$ cat config.mk
export PLATFORM = sky130hd
export DESIGN_NAME = mlp_layer_sequencer
export DESIGN_NICKNAME = d
export VERILOG_FILES = /design/src/rtl/mlp_layer_sequencer.sv
export SDC_FILE = /design/constraint.sdc
export NUM_CORES = 1
export LEC_CHECK = 0
export BUFFER_PORTS_ARGS = -buffer_cell sky130_fd_sc_hd__buf_2
export CORE_MARGIN = 10
export CORE_UTILIZATION = 35
export DETAILED_ROUTE_END_ITERATION = 12
export PLACE_DENSITY = 0.59
export SLEW_MARGIN = 20
export SYNTH_ARGS = -nofsm -noshare
export SYNTH_HDL_FRONTEND = slang
export SYNTH_SLANG_ARGS = --single-unit
$ cat constraint.sdc
create_clock -name clk -period 5.5 [get_ports clk]
set_input_delay 0.275 -clock clk [delete_from_list [all_inputs] [get_ports clk]]
set_output_delay 0.275 -clock clk [all_outputs]
set_load 0.005 [all_outputs]
$ cat src/rtl/mlp_layer_sequencer.sv
// mlp_layer_sequencer: walks input neurons and weights for each output neuron of one MLP layer,
// pulsing accumulator clear on the first product and issuing one write per output neuron.
module mlp_layer_sequencer #(
  parameter int NA_W  = 12,
  parameter int WA_W  = 16,
  parameter int CNT_W = 12
) (
  input  logic             clk,
  input  logic             rst_n,
  input  logic             i_run,
  input  logic [CNT_W-1:0] i_num_in,
  input  logic [CNT_W-1:0] i_num_out,
  input  logic [NA_W-1:0]  i_in_base,
  input  logic [NA_W-1:0]  i_out_base,
  input  logic [WA_W-1:0]  i_w_base,
  output logic             o_busy,
  output logic             o_done_1,
  output logic [NA_W-1:0]  o_neuron_addr_1,
  output logic [WA_W-1:0]  o_weight_addr_1,
  output logic             o_reset_mult_acc_1,
  output logic [NA_W-1:0]  o_out_neuron_addr_1,
  output logic             o_write_neuron_1
);
  typedef enum logic [1:0] {S_IDLE, S_MAC, S_WRITE, S_DONE} state_t;
  state_t           r_state;
  logic             r_run_q, r_arm;
  logic [CNT_W-1:0] r_num_in, r_num_out, r_i, r_j;
  logic [NA_W-1:0]  r_in_base, r_out_base;
  logic             w_start, w_last_i, w_last_j;
  // r_arm blocks a start after reset until run has been seen low once
  assign w_start  = i_run & ~r_run_q & r_arm;
  assign w_last_i = r_i == r_num_in - CNT_W'(1);
  assign w_last_j = r_j == r_num_out - CNT_W'(1);
  always_ff @(posedge clk or negedge rst_n) begin
    if (!rst_n) begin
      r_state             <= S_IDLE;
      r_run_q             <= 1'b0;
      r_arm               <= 1'b0;
      r_num_in            <= '0;
      r_num_out           <= '0;
      r_in_base           <= '0;
      r_out_base          <= '0;
      r_i                 <= '0;
      r_j                 <= '0;
      o_busy              <= 1'b0;
      o_done_1            <= 1'b0;
      o_neuron_addr_1     <= '0;
      o_weight_addr_1     <= '0;
      o_reset_mult_acc_1  <= 1'b0;
      o_out_neuron_addr_1 <= '0;
      o_write_neuron_1    <= 1'b0;
    end else begin
      r_run_q <= i_run;
      if (!i_run) begin
        r_arm               <= 1'b1;
        r_state             <= S_IDLE;
        o_busy              <= 1'b0;
        o_done_1            <= 1'b0;
        o_neuron_addr_1     <= '0;
        o_weight_addr_1     <= '0;
        o_reset_mult_acc_1  <= 1'b0;
        o_out_neuron_addr_1 <= '0;
        o_write_neuron_1    <= 1'b0;
      end else begin
        case (r_state)
          S_IDLE: if (w_start) begin
            r_num_in   <= i_num_in;
            r_num_out  <= i_num_out;
            r_in_base  <= i_in_base;
            r_out_base <= i_out_base;
            r_i        <= '0;
            r_j        <= '0;
            if (i_num_in == '0 || i_num_out == '0) begin
              r_state  <= S_DONE;
              o_done_1 <= 1'b1;
            end else begin
              r_state            <= S_MAC;
              o_busy             <= 1'b1;
              o_neuron_addr_1    <= i_in_base;
              o_weight_addr_1    <= i_w_base;
              o_reset_mult_acc_1 <= 1'b1;
            end
          end
          S_MAC: begin
            o_reset_mult_acc_1 <= 1'b0;
            if (w_last_i) begin
              r_state             <= S_WRITE;
              o_write_neuron_1    <= 1'b1;
              o_out_neuron_addr_1 <= r_out_base + NA_W'(r_j);
            end else begin
              r_i             <= r_i + CNT_W'(1);
              o_neuron_addr_1 <= o_neuron_addr_1 + NA_W'(1);
              o_weight_addr_1 <= o_weight_addr_1 + WA_W'(1);
            end
          end
          S_WRITE: begin
            o_write_neuron_1 <= 1'b0;
            r_i              <= '0;
            if (w_last_j) begin
              r_state  <= S_DONE;
              o_busy   <= 1'b0;
              o_done_1 <= 1'b1;
            end else begin
              r_state            <= S_MAC;
              r_j                <= r_j + CNT_W'(1);
              o_neuron_addr_1    <= r_in_base;
              o_weight_addr_1    <= o_weight_addr_1 + WA_W'(1);
              o_reset_mult_acc_1 <= 1'b1;
            end
          end
          default: ;
        endcase
      end
    end
  end
endmodule

Word level (Yosys, flattened, before mapping)
Cells that the tools add are included.

cells by class
  bitwise operators = 3
  eq/ne operators = 19
  add/subtract/negate cells = 7
  reductions and logical operators = 16
  multiplexer cells = 42

operators by type and width
  operator                 count
  $mux W12                 11
  $mux W16                 5
  $pmux W12 S3             2
  $pmux W16 S3             1
  $add A12 B1 Y12 const B  3
  $eq A12 B12 Y1           2
  $logic_not A12 Y1        2
  $pmux W12 S2             1
  $sub A12 B1 Y12 const B  2
  $ne A3 B3 Y1 const B     7
  $reduce_and A4 Y1        5
  $add A16 B1 Y16 const B  1
  $add A12 B12 Y12         1
  $mux W1                  12
  $mux W2                  5
  $ne A2 B2 Y1 const B     3
  $ne A3 B1 Y1 const B     2
  $pmux W1 S2              3
  $pmux W2 S3              1
  $reduce_and A3 Y1        2
  $reduce_and A5 Y1        1
  $ne A2 B1 Y1 const B     2
  $ne A4 B1 Y1 const B     1
  $reduce_and A2 Y1        2
  9 further kinds          10

storage, ports and cells
  input port bits = 67
  output and inout bits = 44
  word-level logic and storage cells = 103
  register bits = 120

Longest topological paths before layout
  depth after elaboration = 6
  gate-level depth with buffers = 13
  mapped depth without buffers = 10

Worst setup path after synthesis
Ideal clock, no wire load.

  kind = register to register
  start point = register r_num_out[2]
  end point = register o_weight_addr_1[6]
  arrival = 3075 ps
  setup slack = 2290 ps
  cell stages (with the launch flop) = 12
  period minus slack after synthesis = 3210 ps
  path through = dfrtp_1 buf_2 or4_1 buf_2 or4_4 xnor2_2 nand4b_1 or4b_4 a31oi_4 buf_4 mux2i_1 o211ai_1

between the ends
  word-level cells in the longest chain between the ends = 4

ends and longest elaborated chain
  what                                line  RTL
  start, declared                     27    logic [CNT_W-1:0] r_num_in, r_num_out, r_i, r_j;
  start signal, assigned              68    r_num_out <= i_num_out;
  $sub A12 B1 Y12                     33    assign w_last_j = r_j == r_num_out - CNT_W'(1);
  $eq A12 B12 Y1                      33
  $ne A3 B3 Y1 (no source line)       --
  $reduce_and A5 Y1 (no source line)  --
  end signal, assigned                80    o_weight_addr_1 <= i_w_base;
  end signal, assigned                93    o_weight_addr_1 <= o_weight_addr_1 + WA_W'(1);
  end signal, assigned                107   o_weight_addr_1 <= o_weight_addr_1 + WA_W'(1);
  end, declared                       19    output logic [WA_W-1:0] o_weight_addr_1,

No other way between the ends.
A chain may end at the register's enable or synchronous reset.

Worst setup path after layout
  start point = register r_num_out[0]
  end point = register o_weight_addr_1[4]

Same word-level chain as after synthesis.

==> out/qor.yml <==
drv_cap: 0
dr.pass1.iters: 5
ys_seq_elements: 120
synth_commonest_cells: "120 x dfrtp_1, 69 x nand2_1, 60 x o21ai_0"
slew_violations: 0
ys_top_cells_by_area: "dfrtp_1 40%, mux2_2 7.4%, o21ai_0 4.0%"
synth_cell_types: 64
r2r-start: "r_num_out[0]"
routed_wl_um: 20100
reg2reg_slack_ns: 1.73
p_int_mw: 2.12
ys_warn_count: 0
grt_max_degree: 65
route.detailed.drc: 0
synthArstFlopShare_pct: 100
netlist_area_um2: 7590
grt_antenna_before_repair: 0
coreArea_um2: 21200
min_from: "i_out_base[4]"
wl_met3_um: 580
period_minus_slack_ns: 3.77
dominantRegCellSynth: "dfrtp_1"
grt_pass1_wl_um: 33400
fin_crit_sh_pct: 68.6
portBuffers: 110
final_layout_size_suffix_gt1_share_pct: 23.4
setup_tns_ns: 0
p_leak_nw: 3.88
worst_setup_path_end_kind: "flop"
muxShareOfSynthArea_pct: 9.53
wire_per_inst_um: 16.9
area_growth_pct: 18.2
vdd_drop_max_v: 0.000214
fmax_mhz: 265
final_nets: 995
clkPwrFrac_pct: 40.5
num_vias: 6361
rows: 53
switching_share_pct: 29.3
power.switching_mw: 0.881
cp.arrival_ns: 4.08
path_max_fanout: 63
num_io_pins: 111
synth_edf_count: 0
cts_resized: 0
path_class: "flop to flop"
cp-startpoint: "r_num_out[0]"
cp_top_family: "simple AND/OR/NAND/NOR gates"
synth_nets: 911
critPathMaxStageDelay_ns: 0.65
rsz0062_at_grt: "false"
synth-compound-area-share_pct: 16.7
wl_met1_um: 9420
critPathLaunchType: "flop"
worst-path-buf-inv: 1
place_area_um2: 8320
routed.top_layer: "met4"
synth_adder_area_share_pct: 3.73
yosysMostFrequentCell: "dfrtp_1"
setup_viol: 0
wl_met2_um: 9770
dieArea_um2: 28000
n_antenna_cell: 0
worstPathRequired_ns: 5.80
path_cells: "or4_1, or4_4, xnor2_2, nand4b_1, or4b_4, a31oi_4, buf_4, nor3_1, a211o_1"
seq_power_share_pct: 38.5
h-tree-depth: 4
syn_inst: 822
netlist.area_leader.share_pct: 39.6
worst_slew_pin_slew_ns: 0.901
grt_overflow_total: 0
cts_inserted_buffers: 17
die_w_um: 167
initial_core_util_pct: 35.9
status: "finished clean"
cts_setup_buffers: 0
avgSynthCellArea_um2: 9.23
root_buffer: "clkbuf_16"
synth_top_cell_by_area: "dfrtp_1"
hold_viol_final: 0
tritoncts: "done"
design_area_um2: 8970
skew_ns: 0.00919
fp.dieH_um: 167
place_hpwl_um: 14100
grt_usage_pct: 14.3
power_density_nw_per_um2: 335
critPathSlowestCell: "or4_1"
ant_nets: 0
cts_hold_buf: 1
p_comb_share_pct: 20.9
clk_pin_slew_worst_paths_ns: 0.06
first_global_vias: 6339
drt_iter0_markers: 379
slew_headroom_pct: 39.8
gp_routability_congestion: 0.778
clockBufferDepth: 2
synth_xor_area_share_pct: 6.10
clock_sink_count: 120
ys_seq_area_share_pct: 39.6
via_per_inst: 5.34
synth_top_family_by_area: "simple AND/OR/NAND/NOR gates"
worstHoldPathType: "primary input to flop"
insertion_delay_ns: 0.42
synthSimpleGateAreaFrac_pct: 20.1
registers in the layout, summed over array words and instances, names as in the netlist, 2 cells and up:
signal and flops:
r_out_base 12, o_neuron_addr_1 12, o_weight_addr_1 16, o_out_neuron_addr_1 12, r_i 12, r_num_out 12
r_in_base 12, r_state 2, r_j 12, r_num_in 12
through the flow:
step                      total power [mW]  std cells  hold slack [ns]  setup WS (ns)  util, %
after floorplan                       1.60        822          -0.0206           2.29        -
after global placement                1.79       1161            0.428           1.81     39.4
after detailed placement              1.81       1161            0.432           1.71     39.4
after CTS                             3.04       1192           0.0680           1.71     42.4
after global routing                  3.17       1192           0.0796           1.42     42.4
final                                 3.00       1192           0.0808           1.73     42.4
worst reg2reg max path, delay by kind of cell (launching register included):
kind            cells  cell delay [ns]
flops               1             0.44
compound gates      2             0.49
buf+inv             1             0.52
simple gates        5             2.05
xor+xnor            1             0.15
path summary, 6_finish.rpt:
path	endpoint	cells past startpoint
setup / recovery	o_weight_addr_1[4]	9
hold / removal	r_out_base[4]	2
setup reg to reg	o_weight_addr_1[4]	9
hold reg to reg	r_in_base[11]	1
max in group asynchronous	r_j[0]	3
min in group asynchronous	r_num_in[5]	2
power by group through the flow:
stage | registers (mW) | clock network [mW] | logic (mW)
floorplan | 1.12 | 0 | 0.481
global placement | 1.17 | 0 | 0.626
detailed placement | 1.17 | 0 | 0.634
CTS | 1.16 | 1.25 | 0.637
global route | 1.18 | 1.28 | 0.711
finish | 1.16 | 1.22 | 0.629
placed cells by master (no fill, tap or decap), types with 4 or more instances in the layout:
master	instances
mux2i_1	16
nor4_1	13
o211ai_1	23
xnor2_1	34
buf_2	109
a21oi_1	36
nand3b_1	16
nand3_1	44
clkbuf_8	5
mux2_2	50
o22ai_1	5
a22o_1	17
nand2b_1	11
o21ai_1	4
or2_2	5
o21ai_0	60
nand4_1	14
o22a_1	4
nand4b_1	10
nor3_1	20
xor2_1	17
a211o_1	9
and3_1	10
nand2_1	69
and2_1	4
clkbuf_16	17
nor2b_1	4
or3_1	9
inv_1	24
ha_1	20
o21a_1	4
bufinv_16	4
dfrtp_1	120
buf_4	11
nor2_1	47
logic make-up (layout without fill, tap and decap cells):
kind of cell,Yosys count,count (layout)
AOI/OAI and AO/OA,193,193
xor gates and xnor gates,52,52
adders and majority gates,22,22
buffers and inverters,80,175
DFF,120,120
muxes,66,66
and+or+nand+nor,289,289
final cells by class:
| class | instances | area, um2 |
|---|---|---|
| well taps | 275 | 344 |
| fillers | 2082 | 12200 |
| flip-flops and latches | 120 | 3000 |
| clock inverters | 8 | 143 |
| multi-input cells | 622 | 4260 |
| inverters | 24 | 90.1 |
| repair buffers | 121 | 638 |
| clock buffers | 22 | 494 |
routing by layer:
layer,vias to the layer above,track usage (%)
li1,3166,-
met1,3069,18.1
met2,104,23.9
met3,22,2.65
met4,0,4.92
met5,-,0
Power figures use the tool's default switching activity.
